==> config.mk <==
export PLATFORM = sky130hd
export DESIGN_NAME = fetch_stage
export DESIGN_NICKNAME = d
export VERILOG_FILES = /design/src/rtl/rv32i_types.sv /design/src/rtl/fetch_stage_pc_reg.sv /design/src/rtl/fetch_stage.sv
export SDC_FILE = /design/constraint.sdc
export NUM_CORES = 1
export LEC_CHECK = 0
export BUFFER_PORTS_ARGS = -buffer_cell sky130_fd_sc_hd__clkbuf_2
export CAP_MARGIN = 20
export CORE_ASPECT_RATIO = 0.8
export CORE_MARGIN = 2
export CORE_UTILIZATION = 30
export DETAILED_ROUTE_END_ITERATION = 12
export HOLD_SLACK_MARGIN = 0.15
export PLACE_DENSITY = 0.53
export SLEW_MARGIN = 20
export SYNTH_ARGS = -nofsm -noshare
export SYNTH_HDL_FRONTEND = slang
export SYNTH_SLANG_ARGS = --single-unit
==> constraint.sdc <==
create_clock -name clk -period 9.1 [get_ports clk]
set_input_delay 0.91 -clock clk [delete_from_list [all_inputs] [get_ports clk]]
set_output_delay 0.91 -clock clk [all_outputs]
set_load 0.02 [all_outputs]
==> src/rtl/rv32i_types.sv <==
// Shared RV32I core types: word type, fetch FSM states, IF packet, NOP encoding.
package rv32i_types;

   typedef logic [31:0] rv32i_word;

   // Fetch stage control states
   typedef enum logic [1:0] {
      RESET_WAIT = 2'd0,
      FETCH      = 2'd1,
      HOLD       = 2'd2
   } fetch_state_t;

   // IF portion of the pipeline data packet
   typedef struct packed {
      rv32i_word pc;
      rv32i_word instruction;
   } if_packet_t;

   // addi x0, x0, 0
   localparam rv32i_word NOP_INST = 32'h0000_0013;

   // Instruction addresses are word aligned; low two bits are dropped.
   function automatic rv32i_word align_word(input rv32i_word a);
      return a & 32'hFFFF_FFFC;
   endfunction

endpackage

==> src/rtl/fetch_stage_pc_reg.sv <==
// Program counter register: async reset to RESET_PC, loads either the
// sequential successor or the word-aligned redirect target.
module pc_reg
   import rv32i_types::*;
#(
   parameter rv32i_word RESET_PC = 32'h0000_0060
) (
   input  logic              clk,
   input  logic              rst,
   input  logic              load_i,
   input  logic              sel_redirect_i,
   input  logic [31:0]       redirect_pc_i,
   output logic [31:0]       pc_o,
   output logic [31:0]       pc_next_o
);

   rv32i_word pc_q;
   rv32i_word pc_d;

   // Next-value mux: redirect target wins over sequential increment
   always_comb begin
      pc_d = pc_q + 32'd4;
      if (sel_redirect_i) begin
         pc_d = align_word(redirect_pc_i);
      end
   end

   // PC state, updated only when the fetch stage requests a load
   always_ff @(posedge clk or posedge rst) begin
      if (rst) begin
         pc_q <= RESET_PC;
      end else if (load_i) begin
         pc_q <= pc_d;
      end
   end

   assign pc_o      = pc_q;
   assign pc_next_o = pc_d;

endmodule

==> src/rtl/fetch_stage.sv <==
// Instruction-fetch stage: owns the PC, drives the instruction-memory read
// port and delivers {pc, instruction} beats to the IF/ID buffer, absorbing
// stalls and EX redirects (wrong-path responses are dropped).
// Optional macro FETCH_PERF_EN adds perf_fetched / perf_discarded counters.
module fetch_stage
   import rv32i_types::*;
#(
   parameter rv32i_word RESET_PC = 32'h0000_0060
) (
   input  logic              clk,
   input  logic              rst,
   input  logic              stall,
   input  logic              redirect,
   input  logic [31:0]       redirect_pc,
   input  logic              inst_mem_resp,
   input  logic [31:0]       inst_mem_rdata,
   output logic              inst_mem_read,
   output logic [31:0]       inst_mem_address,
   output logic              out_valid,
   output logic [31:0]       out_pc,
   output logic [31:0]       out_inst
`ifdef FETCH_PERF_EN
   ,
   output logic [31:0]       perf_fetched,
   output logic [31:0]       perf_discarded
`endif
);

   fetch_state_t state_q;
   logic         read_q;
   rv32i_word    addr_q;
   logic         out_valid_q;
   if_packet_t   out_q;
   if_packet_t   hold_q;
   logic         discard_q;

   rv32i_word    pc;
   rv32i_word    pc_next;
   logic         fetch_fire;
   logic         accept;
   logic         beat;
   logic         slot_free;

   assign fetch_fire = (state_q == FETCH) && inst_mem_resp;
   // A response that is kept (not wrong-path) advances the PC
   assign accept     = fetch_fire && !discard_q && !redirect;
   assign beat       = out_valid_q && !stall;
   assign slot_free  = !out_valid_q || !stall;

   pc_reg #(
      .RESET_PC (RESET_PC)
   ) u_pc_reg (
      .clk            (clk),
      .rst            (rst),
      .load_i         (redirect || accept),
      .sel_redirect_i (redirect),
      .redirect_pc_i  (redirect_pc),
      .pc_o           (pc),
      .pc_next_o      (pc_next)
   );

   // Fetch FSM with registered memory request, discard flag, hold and output slots
   always_ff @(posedge clk or posedge rst) begin
      if (rst) begin
         state_q     <= RESET_WAIT;
         read_q      <= 1'b0;
         addr_q      <= RESET_PC;
         out_valid_q <= 1'b0;
         out_q       <= '{pc: RESET_PC, instruction: NOP_INST};
         hold_q      <= '{pc: RESET_PC, instruction: NOP_INST};
         discard_q   <= 1'b0;
      end else begin
         case (state_q)
            RESET_WAIT: begin
               state_q <= FETCH;
               read_q  <= 1'b1;
               addr_q  <= redirect ? pc_next : pc;
            end
            FETCH: begin
               if (redirect) begin
                  out_valid_q <= 1'b0;
                  if (inst_mem_resp) begin
                     // Response in the redirect cycle is wrong-path; the
                     // request slot is free, so start the target right away
                     discard_q <= 1'b0;
                     addr_q    <= pc_next;
                  end else begin
                     // Old request still outstanding: keep its address and
                     // drop exactly one response when it arrives
                     discard_q <= 1'b1;
                  end
               end else begin
                  if (beat) begin
                     out_valid_q <= 1'b0;
                  end
                  if (inst_mem_resp) begin
                     if (discard_q) begin
                        discard_q <= 1'b0;
                        addr_q    <= pc;
                     end else if (slot_free) begin
                        out_q       <= '{pc: addr_q, instruction: inst_mem_rdata};
                        out_valid_q <= 1'b1;
                        addr_q      <= pc_next;
                     end else begin
                        hold_q  <= '{pc: addr_q, instruction: inst_mem_rdata};
                        state_q <= HOLD;
                        read_q  <= 1'b0;
                     end
                  end
               end
            end
            HOLD: begin
               if (redirect) begin
                  out_valid_q <= 1'b0;
                  state_q     <= FETCH;
                  read_q      <= 1'b1;
                  addr_q      <= pc_next;
               end else if (!stall) begin
                  // Output slot drains this cycle; refill it from hold
                  out_q   <= hold_q;
                  state_q <= FETCH;
                  read_q  <= 1'b1;
                  addr_q  <= pc;
               end
            end
            default: begin
               state_q <= RESET_WAIT;
               read_q  <= 1'b0;
            end
         endcase
      end
   end

   assign inst_mem_read    = read_q;
   assign inst_mem_address = addr_q;
   assign out_valid        = out_valid_q;
   assign out_pc           = out_q.pc;
   assign out_inst         = out_q.instruction;

`ifdef FETCH_PERF_EN
   rv32i_word perf_fetched_q;
   rv32i_word perf_discarded_q;
   logic      dropped;

   assign dropped = fetch_fire && (redirect || discard_q);

   // Free-running event counters for accepted beats and dropped responses
   always_ff @(posedge clk or posedge rst) begin
      if (rst) begin
         perf_fetched_q   <= '0;
         perf_discarded_q <= '0;
      end else begin
         if (beat) begin
            perf_fetched_q <= perf_fetched_q + 32'd1;
         end
         if (dropped) begin
            perf_discarded_q <= perf_discarded_q + 32'd1;
         end
      end
   end

   assign perf_fetched   = perf_fetched_q;
   assign perf_discarded = perf_discarded_q;
`endif

endmodule

# Yosys cells after proc, flatten, opt, wreduce, memory -nomap -nowiden
# Index checks and enable logic that the tools add are counted.
[classes] addsub=1 n_eq_ne=12 muxes=41 bitwise_logic=3 n_reduce_logical=20
[ops] operator="$mux W64" n=6
[ops] operator="$mux W32" n=9
[ops] operator="$pmux W64 S2" n=1
[ops] operator="$pmux W32 S3" n=1
[ops] operator="$add A32 B3 Y32 const B" n=1
[ops] operator="$ne A2 B2 Y1 const B" n=8
[ops] operator="$mux W1" n=15
[ops] operator="$mux W2" n=6
[ops] operator="$reduce_and A5 Y1" n=2
[ops] operator="$reduce_and A7 Y1" n=1
[ops] operator="$pmux W2 S3" n=1
[ops] operator="$logic_and A1 B1 Y1" n=4
[ops] operator="$logic_not A1 Y1" n=4
[ops] operator="$ne A4 B4 Y1 const B" n=1
[ops] operator="$reduce_and A2 Y1" n=2
[ops] operator="$reduce_and A4 Y1" n=1
[ops] operator="$reduce_bool A2 Y1" n=2
[ops] operator="$ne A3 B3 Y1 const B" n=1
[ops] operator="$not A1 Y1" n=3
[ops] operator="$pmux W1 S3" n=1
[ops] operator="$reduce_bool A3 Y1" n=1
[ops] operator="$eq A2 B1 Y1 const B" n=1
[ops] operator="$eq A2 B2 Y1 const B" n=1
[ops] operator="$logic_not A2 Y1" n=1
[ops] operator="2 further kinds" n=3
[totals] register_bits=197 output_inout_bits=98

# Depth between registers and ports, before layout
# Gate-level depths: netlist (run 1).
[logic_depth] ltp_word=8 depth_mapped=10 ltp_nobuf=6

# Modules after synthesis
# A second synthesis (run 1) with hierarchy kept.
[unflattened] hier_cells=1007 hier_area_um2=10159.7
[modules_own_cells] mod="fetch_stage" n_inst=1 cells_each=653 area_each_um2=7362.1 seq_area_each_um2=4144.0
[modules_own_cells] mod="pc_reg" n_inst=1 cells_each=354 area_each_um2=2797.7 seq_area_each_um2=803.3

# Least setup slack after synthesis (run 1)
# OpenSTA, ideal clock, no wires.
[synth_timing] path_type="input -> register" startpoint="in redirect" endpoint="reg hold_q[10] in the netlist's numbering" setup_time_ps=125 arrival_ps=2632 slack_ps=6343 cell_stages=5 n_path_buf=2 path_cell_list="nor4bb_1 -> and3_1 -> clkbuf_1 -> buf_2 -> mux2_2"
[synth_via] elab_chain_cells=2
[synth_lines] element="from (decl)" line="fetch_stage.sv:13" rtl="input logic redirect,"
[synth_lines] element="$not A1 Y1 (no source line)"
[synth_lines] element="$reduce_and A5 Y1 (no source line)"
[synth_lines] element="to (signal assigned)" line="fetch_stage.sv:70" rtl="hold_q <= '{pc: RESET_PC, instruction: NOP_INST};"
[synth_lines] element="to (signal assigned)" line="fetch_stage.sv:105" rtl="hold_q <= '{pc: addr_q, instruction: inst_mem_rdata};"
[synth_lines] element="to (decl)" line="fetch_stage.sv:34" rtl="if_packet_t hold_q;"
# No other way between the ends.
# A chain may end at the register's enable or synchronous reset.

# Final worst setup path (run 1)
[layout_timing] startpoint="reg state_q[0]" endpoint="reg out_q, in the netlist out_inst[24]"
[layout_via] elab_chain_cells=3 word_cells_on_any_way=11
[layout_lines] element="from (decl)" line="fetch_stage.sv:29" rtl="fetch_state_t state_q;"
[layout_lines] element="from (signal assigned)" line="fetch_stage.sv:65" rtl="state_q <= RESET_WAIT;"
[layout_lines] element="from (signal assigned)" line="fetch_stage.sv:75" rtl="state_q <= FETCH;"
[layout_lines] element="from (signal assigned)" line="fetch_stage.sv:106" rtl="state_q <= HOLD;"
[layout_lines] element="$eq A2 B1 Y1 or $eq A2 B2 Y1 (tied branches)" line="fetch_stage.sv:73" rtl="case (state_q)"
[layout_lines] element="$ne A2 B2 Y1 (no source line) or $reduce_bool A2 Y1 (tied branches)"
[layout_lines] element="$reduce_and A7 Y1 (no source line)"
[layout_lines] element="to (signal assigned)" line="fetch_stage.sv:69" rtl="out_q <= '{pc: RESET_PC, instruction: NOP_INST};"
[layout_lines] element="to (signal assigned)" line="fetch_stage.sv:101" rtl="out_q <= '{pc: addr_q, instruction: inst_mem_rdata};"
[layout_lines] element="to (signal assigned)" line="fetch_stage.sv:120" rtl="out_q <= hold_q;"
[layout_lines] element="to (decl)" line="fetch_stage.sv:33" rtl="if_packet_t out_q;"
# Parallel ways exist; a longest one is shown, timed or not.

==> results of run 1 <==
-- flip-flops by register name, indices dropped and copies added, names as in the netlist --
signal,cells
hold_q,64
inst_mem_address,32
out_inst,32
out_pc,32
u_pc_reg.pc_o,32
state_q,2
discard_q,1
out_valid,1
-- cell families after synthesis --
kind of cell,count (synthesis),synth area share [%]
buf+inv,75,3.66
compound gates,178,11.2
flops,196,51.5
simple gates,256,13.1
xor+xnor,39,3.58
fa+ha+maj,1,0.131
mux,151,16.9
-- where the power goes --
part           leakage, nW  switching [mW]  internal [mW]
logic                 2.77           0.287          0.184
registers             2.43           0.115           1.02
clock network        0.285           0.390          0.370
total                 5.49           0.792           1.57
-- placed cells by master, fill, tap and decap left out, types with 5 or more instances in the layout --
master and instances:
sky130_fd_sc_hd__a21oi_1 29, sky130_fd_sc_hd__nand2_1 119, sky130_fd_sc_hd__inv_6 5, sky130_fd_sc_hd__o31ai_1 5, sky130_fd_sc_hd__o211ai_1 5, sky130_fd_sc_hd__nor2_1 32
sky130_fd_sc_hd__mux2i_1 72, sky130_fd_sc_hd__nor4_1 14, sky130_fd_sc_hd__inv_1 7, sky130_fd_sc_hd__dfstp_2 14, sky130_fd_sc_hd__dfrtp_1 182, sky130_fd_sc_hd__nand3_1 17
sky130_fd_sc_hd__xor2_1 16, sky130_fd_sc_hd__nor3_1 24, sky130_fd_sc_hd__nand4_1 9, sky130_fd_sc_hd__buf_4 6, sky130_fd_sc_hd__a21boi_0 5, sky130_fd_sc_hd__or3_1 8
sky130_fd_sc_hd__clkbuf_16 17, sky130_fd_sc_hd__o21ai_0 96, sky130_fd_sc_hd__mux2_2 79, sky130_fd_sc_hd__nand2b_1 6, sky130_fd_sc_hd__xnor2_1 23, sky130_fd_sc_hd__clkbuf_2 164
-- layer usage --
layer	share of wire (%)	global-route usage, %	routed length [um]
met5	0	0	0
met4	0.73	3.22	185
met3	6.4	4.01	1630
met2	43	22.3	10800
met1	50	23.5	12800
-- final timing paths --
kind / to / slack (ps)
min in group asynchronous: out_inst[16]$_DFFE_PP0P_ / 680
max reg2reg: out_inst[24]$_DFFE_PP0P_ / 5490
max: out_inst[24]$_DFFE_PP0P_ / 5490
max in group asynchronous: inst_mem_address[24]$_DFFE_PP0P_ / 6930
min reg2reg: out_pc[21]$_DFFE_PP0P_ / 480
min: out_pc[21]$_DFFE_PP0P_ / 480
-- worst reg2reg max path: stages (launching register included) --
cell and delay [ps]:
sky130_fd_sc_hd__dfrtp_1 570, sky130_fd_sc_hd__nand2b_4 630, sky130_fd_sc_hd__buf_4 710, sky130_fd_sc_hd__a221o_4 720, sky130_fd_sc_hd__buf_4 620, sky130_fd_sc_hd__o21ai_0 220
-- area by class of cell --
type                            count  area (um2)
Fill cell                        3235       20200
Sequential cell                   196        4920
Multi-Input combinational cell    625        4330
Timing Repair Buffer              170         866
Tap cell                          420         526
Clock buffer                       18         429
Clock inverter                     14         158
Inverter                            9        41.3
-- through the flow --
step | std cells | worst slack [ps] | total power [mW] | hold slack (ps) | utilization (%)
2_1_floorplan | 896 | 2870 | 1.45 | 480 | -
3_3_place_gp | 1420 | 5240 | 1.62 | 462 | 33.9
3_5_place_dp | 1420 | 5180 | 1.63 | 470 | 33.9
4_1_cts | 1452 | 5480 | 2.40 | 487 | 35.8
5_1_grt | 1452 | 5220 | 2.51 | 503 | 35.9
6_report | 1452 | 5490 | 2.36 | 480 | 35.9
==> reports/metrics.sh, run 1 <==
STATUS='finished clean'
DIE_HEIGHT_UM=164
ROUTE.DETAILED.DRC=0
START_KIND='flop'
PATH_CLASS='flop to flop'
SYNTH-SEQ-AREA-SHARE_PCT=51.5
FIN_TNS_SETUP_PS=0
STARTPOINT='state_q[0]$_DFFE_PP0P_'
CELLPOWERDENSITY_nW_PER_UM2=210
NUMBER_OF_INSTANCES_ON_THE_WORST_HOLD_PATH=2
SYNTH.CELLS.MOST_FREQUENT='sky130_fd_sc_hd__dfrtp_1, sky130_fd_sc_hd__nand2_1, sky130_fd_sc_hd__o21ai_0, sky130_fd_sc_hd__mux2_2, sky130_fd_sc_hd__mux2i_1'
CTS.REPAIR_TIMING.SETUP_BUFFER_COUNT=0
VIASPERCELL=4.90
CRITICAL_PATH.CELL_CHAIN='nand2b_4 -> buf_4 -> a221o_4 -> buf_4 -> o21ai_0'
GP_CONGESTION=0.805
DRT_ITER0_MARKERS=343
CTS.REPAIR.RESIZED=0
CTS_NUM_SINKS=196
FINALHOLDVIOLATIONS=0
SYNTHMOSTINSTANTIATEDCELL='sky130_fd_sc_hd__dfrtp_1'
FINALMAXSLEWVIOLATIONS=0
NUMCTSBUFFERS=17
ENDPOINT_CLASS_OF_THE_CRITICAL_PATH='flop'
AREAGROWTHSYNTHTOFINISH_PCT=18.0
CRIT_REQUIRED_PS=9390
POWER.STATIC_LEAKAGE_nW=5.49
TIMING.FINAL.CRIT_PERIOD_PS=3610
CTS_TREE='done'
POST-ROUTE-PERIOD-UTIL_PCT=39.7
FP.COREAREA_UM2=31400
ANT_NETS=0
CRITICAL_PATH_ARRIVAL_PS=3900
GRT_ANTENNA_BEFORE_REPAIR=0
RSZ_0062_RAISED_AFTER_GLOBAL_ROUTING='no'
CELL_TYPES_OCCUPYING_THE_MOST_AREA_AFTER_SYNTHESIS='sky130_fd_sc_hd__dfrtp_1, sky130_fd_sc_hd__mux2_2, sky130_fd_sc_hd__mux2i_1'
CLK_PIN_SLEW_WORST_SETUP_HOLD_PATHS_PS=80
POST-SYNTH-TOP-AREA-CELL='sky130_fd_sc_hd__dfrtp_1'
YS.WARNINGS.COUNT=0
MIN-DELAY-PATH-CLASS='flop to flop'
GRT_REMAINING_OVERFLOW=0
FMAX_MHz=277
CTSHTREEMAXLEVEL=4
PLACED_AREA_UM2=10700
SLEW_HEADROOM_PCT=33.5
IO_PINS=167
CRITICAL_PATH.SLOWEST_CELL='sky130_fd_sc_hd__a221o_4'
OVERALL_ROUTING_RESOURCE_USAGE_PCT=15.6
INITIAL_CORE_UTIL_PCT=30.4
PATH_BUF_INV=2
SYN_NETS=966
DP.FINAL_HPWL_UM=17200
DRV_CAP=0
FIRST_PASS_GRT_WIRE_LENGTH_UM=39800
R2R_CELLS=5
FINAL_LAYOUT_SIZE_SUFFIX_GT1_SHARE_PCT=30.3
FINAL_CELL_AREA_UM2=11300
POST-SYNTH-TOP-AREA-FRACTION_PCT=47.7
ASYNC_SR_FLOP_FRACTION_PCT=100
YOSYS_REGISTER_BITS=196
CRITICAL_PATH.MAX_FANOUT=66
ROUTE.VIAS.TOTAL=7111
INSERTEDDIODECOUNT=0
ROUTE.FINAL.WIRE_LENGTH_UM=25500
POST_CTS_HOLD_BUFFER_COUNT=0
SYNTH_FLOP_CELL='sky130_fd_sc_hd__dfrtp_1'
DIE-WIDTH_UM=203
R2R_START='state_q[0]$_DFFE_PP0P_'
FIRSTDRTPASSITERS=5
SYNTH-EDFF-COUNT=0
CLOCK-SKEW-FINAL_PS=18.6
MAPPEDNETLISTAREA_UM2=9550
ROWS=58
FINALSETUPVIOLATIONS=0
CLOCK_TREE.ROOT_CELL='sky130_fd_sc_hd__clkbuf_16'
LARGEST_NET_DEGREE_AT_THE_START_OF_GLOBAL_ROUTING=134
SYNTH_CELL_TYPE_COUNT=61
PATH_DEPTH=5
CRIT_FAMILY='buffers and inverters'
CLOCKBUFFERDEPTH=2
SYN_INST=896
CP_COMMON_CELL='sky130_fd_sc_hd__buf_4'
VDD_DROP_MAX_V=0.000147
WORSTSKEWPAIRLATENCY_PS=450
BUFFER_PORTS.INSERTED=164
SYNTH_AREA_PER_CELL_UM2=10.7
DIE-AREA_UM2=33300
VIA_COUNT_OF_THE_FIRST_GLOBAL_ROUTING_PASS=6714
WL_PER_CELL_UM=17.5
FINALNETCOUNT=1089
TIGHTESTPINTRANSITION_PS=997
CP_SLOWEST_STAGE_DELAY_PS=700
WORSTHOLDSTART='out_pc[21]$_DFFE_PP0P_'
Power figures use the tool's default switching activity.
==> run 2, diff against run 1 <==
Clock period 9.1 ns to 3.6 ns, I/O delays scaled along.
==> reports/metrics.sh, run 2 (synthesis results as in run 1) <==
STATUS='finished clean'
CTS.REPAIR.RESIZED=0
PATH_BUF_INV=0
VIA_COUNT_OF_THE_FIRST_GLOBAL_ROUTING_PASS=6990
MOST-COMMON-LAYOUT-CELLS='sky130_fd_sc_hd__dfrtp_1, sky130_fd_sc_hd__clkbuf_2, sky130_fd_sc_hd__nand2_1'
FINALSETUPVIOLATIONS=0
LARGEST_REG_FLOPS=64
TIMING.FINAL.CRIT_PERIOD_PS=2920
CRITICAL_PATH.SLOWEST_CELL='sky130_fd_sc_hd__or4_1'
OVERALL_ROUTING_RESOURCE_USAGE_PCT=16.2
ROWS=58
FINAL_LAYOUT_SIZE_SUFFIX_GT1_SHARE_PCT=30.4
ANT_NETS=0
ROUTE.VIAS.TOTAL=7268
POST-ROUTE-PERIOD-UTIL_PCT=81.2
CRITICAL_PATH_ARRIVAL_PS=3250
DP.FINAL_HPWL_UM=18600
CLOCKBUFFERDEPTH=2
GP_CONGESTION=0.849
REGTOREGENDPOINT='inst_mem_address[28]$_DFFE_PP0P_'
CTSHTREEMAXLEVEL=4
CRITICAL_PATH.MAX_FANOUT=10
REGISTERS.TOP_BY_FF_COUNT='hold_q'
DIE-WIDTH_UM=203
CLOCK_TREE.ROOT_CELL='sky130_fd_sc_hd__clkbuf_16'
VIASPERCELL=4.91
AREAGROWTHSYNTHTOFINISH_PCT=21.3
FMAX_MHz=342
DIE-AREA_UM2=33300
DIE_HEIGHT_UM=164
PATH_CLASS='flop to flop'
FIRSTDRTPASSITERS=4
CP_SLOWEST_STAGE_DELAY_PS=650
FINALMAXSLEWVIOLATIONS=0
CLK_PIN_SLEW_WORST_SETUP_HOLD_PATHS_PS=80
HOLD-PATH-ENDPOINT='u_pc_reg.pc_o[11]$_DFFE_PP0P_'
POST_CTS_HOLD_BUFFER_COUNT=19
VDD_DROP_MAX_V=0.000321
SLEW_HEADROOM_PCT=30.3
CTS_TREE='done'
FINALHOLDVIOLATIONS=0
FP.COREAREA_UM2=31400
MIN-DELAY-PATH-CLASS='input pin to flop'
POWER.STATIC_LEAKAGE_nW=5.64
INSERTEDDIODECOUNT=0
CRITICAL_PATH.CELL_CHAIN='ha_1 -> nand4_4 -> or3_4 -> or4_1 -> or3_1 -> a32o_1'
ROUTE.FINAL.WIRE_LENGTH_UM=26400
WORSTHOLDSTART='redirect_pc[11]'
DRV_CAP=0
CLOCK-SKEW-FINAL_PS=9.58
DRT_ITER0_MARKERS=489
INITIAL_CORE_UTIL_PCT=30.4
WL_PER_CELL_UM=17.8
GRT_REMAINING_OVERFLOW=0
IO_PINS=167
NUMBER_OF_INSTANCES_ON_THE_WORST_HOLD_PATH=2
NUMCTSBUFFERS=17
POST-LAYOUT-TOTAL-POWER_mW=6.11
CTS.REPAIR_TIMING.SETUP_BUFFER_COUNT=0
CRIT_REQUIRED_PS=3930
PLACEMENT.SETUP.WORST_SLACK_PS=731
LARGEST_NET_DEGREE_AT_THE_START_OF_GLOBAL_ROUTING=87
FINALNETCOUNT=1118
FIN_TNS_SETUP_PS=0
ENDPOINT_CLASS_OF_THE_CRITICAL_PATH='flop'
CELLPOWERDENSITY_nW_PER_UM2=527
CTS_NUM_SINKS=196
R2R_SLACK_PS=680
R2R_START='u_pc_reg.pc_o[2]$_DFFE_PP0P_'
FIRST_PASS_GRT_WIRE_LENGTH_UM=41600
CRIT_FAMILY='simple AND/OR/NAND/NOR gates'
BUFFER_PORTS.INSERTED=164
FINAL_CRITICAL_PATH_SETUP_SLACK_PS=677
TIGHTESTPINTRANSITION_PS=1050
FINAL_COMMON_CELL='sky130_fd_sc_hd__dfrtp_1'
R2R_CELLS=6
WORSTSKEWPAIRLATENCY_PS=440
RSZ_0062_RAISED_AFTER_GLOBAL_ROUTING='no'
START_KIND='flop'
GRT_ANTENNA_BEFORE_REPAIR=0
ROUTE.DETAILED.DRC=0
run 2: layer usage:
| layer | GRT usage [%] | share of wire, % |
|---|---|---|
| met3 | 3.17 | 4.5 |
| met2 | 23.5 | 43 |
| met4 | 3.55 | 0.79 |
| met1 | 24.6 | 52 |
| met5 | 0 | 0 |
run 2: how the worst max path moves through the flow:
stage | from | to | slack (ps) | cells past startpoint
3_5_place_dp | u_pc_reg.pc_o[2]$_DFFE_PP0P_ | inst_mem_address[28]$_DFFE_PP0P_ | 730 | 6
4_1_cts | u_pc_reg.pc_o[2]$_DFFE_PP0P_ | inst_mem_address[28]$_DFFE_PP0P_ | 690 | 6
6_report | u_pc_reg.pc_o[2]$_DFFE_PP0P_ | inst_mem_address[28]$_DFFE_PP0P_ | 680 | 6
5_1_grt | u_pc_reg.pc_o[2]$_DFFE_PP0P_ | inst_mem_address[28]$_DFFE_PP0P_ | 540 | 6
3_3_place_gp | u_pc_reg.pc_o[2]$_DFFE_PP0P_ | inst_mem_address[28]$_DFFE_PP0P_ | 780 | 6
2_1_floorplan | rst | discard_q$_DFFE_PP0P_ | 720 | 1
run 2: cell type report:
| type | count | area (um2) |
|---|---|---|
| Sequential cell | 196 | 4920 |
| Multi-Input combinational cell | 625 | 4320 |
| Inverter | 9 | 37.5 |
| Clock buffer | 19 | 443 |
| Timing Repair Buffer | 199 | 1180 |
| Fill cell | 3152 | 19800 |
| Clock inverter | 13 | 158 |
| Tap cell | 420 | 526 |
run 2: per-stage QoR:
stage	instances	cell area (um2)	hold WS (ps)	utilization, %
final	1481	11600	172	36.9
after global routing	1481	11600	155	36.9
after CTS	1481	11600	151	36.8
after detailed placement	1430	10800	469	34.3
after global placement	1430	10800	461	34.3
after floorplan	896	9550	446	-
run 2: worst reg2reg max path, stage by stage (launching register included):
cell                      delay [ps]
sky130_fd_sc_hd__dfrtp_1         430
sky130_fd_sc_hd__ha_1            330
sky130_fd_sc_hd__nand4_4         220
sky130_fd_sc_hd__or3_4           480
sky130_fd_sc_hd__or4_1           660
sky130_fd_sc_hd__or3_1           440
sky130_fd_sc_hd__a32o_1          260
run 2: where the power goes:
group / switching, mW / internal, mW / leakage [nW] / total (mW)
Clock: 0.941 / 1.07 / 0.296 / 2.01
Sequential: 0.287 / 2.57 / 2.43 / 2.86
Combinational: 0.746 / 0.489 / 2.91 / 1.24
Total: 1.97 / 4.14 / 5.64 / 6.11
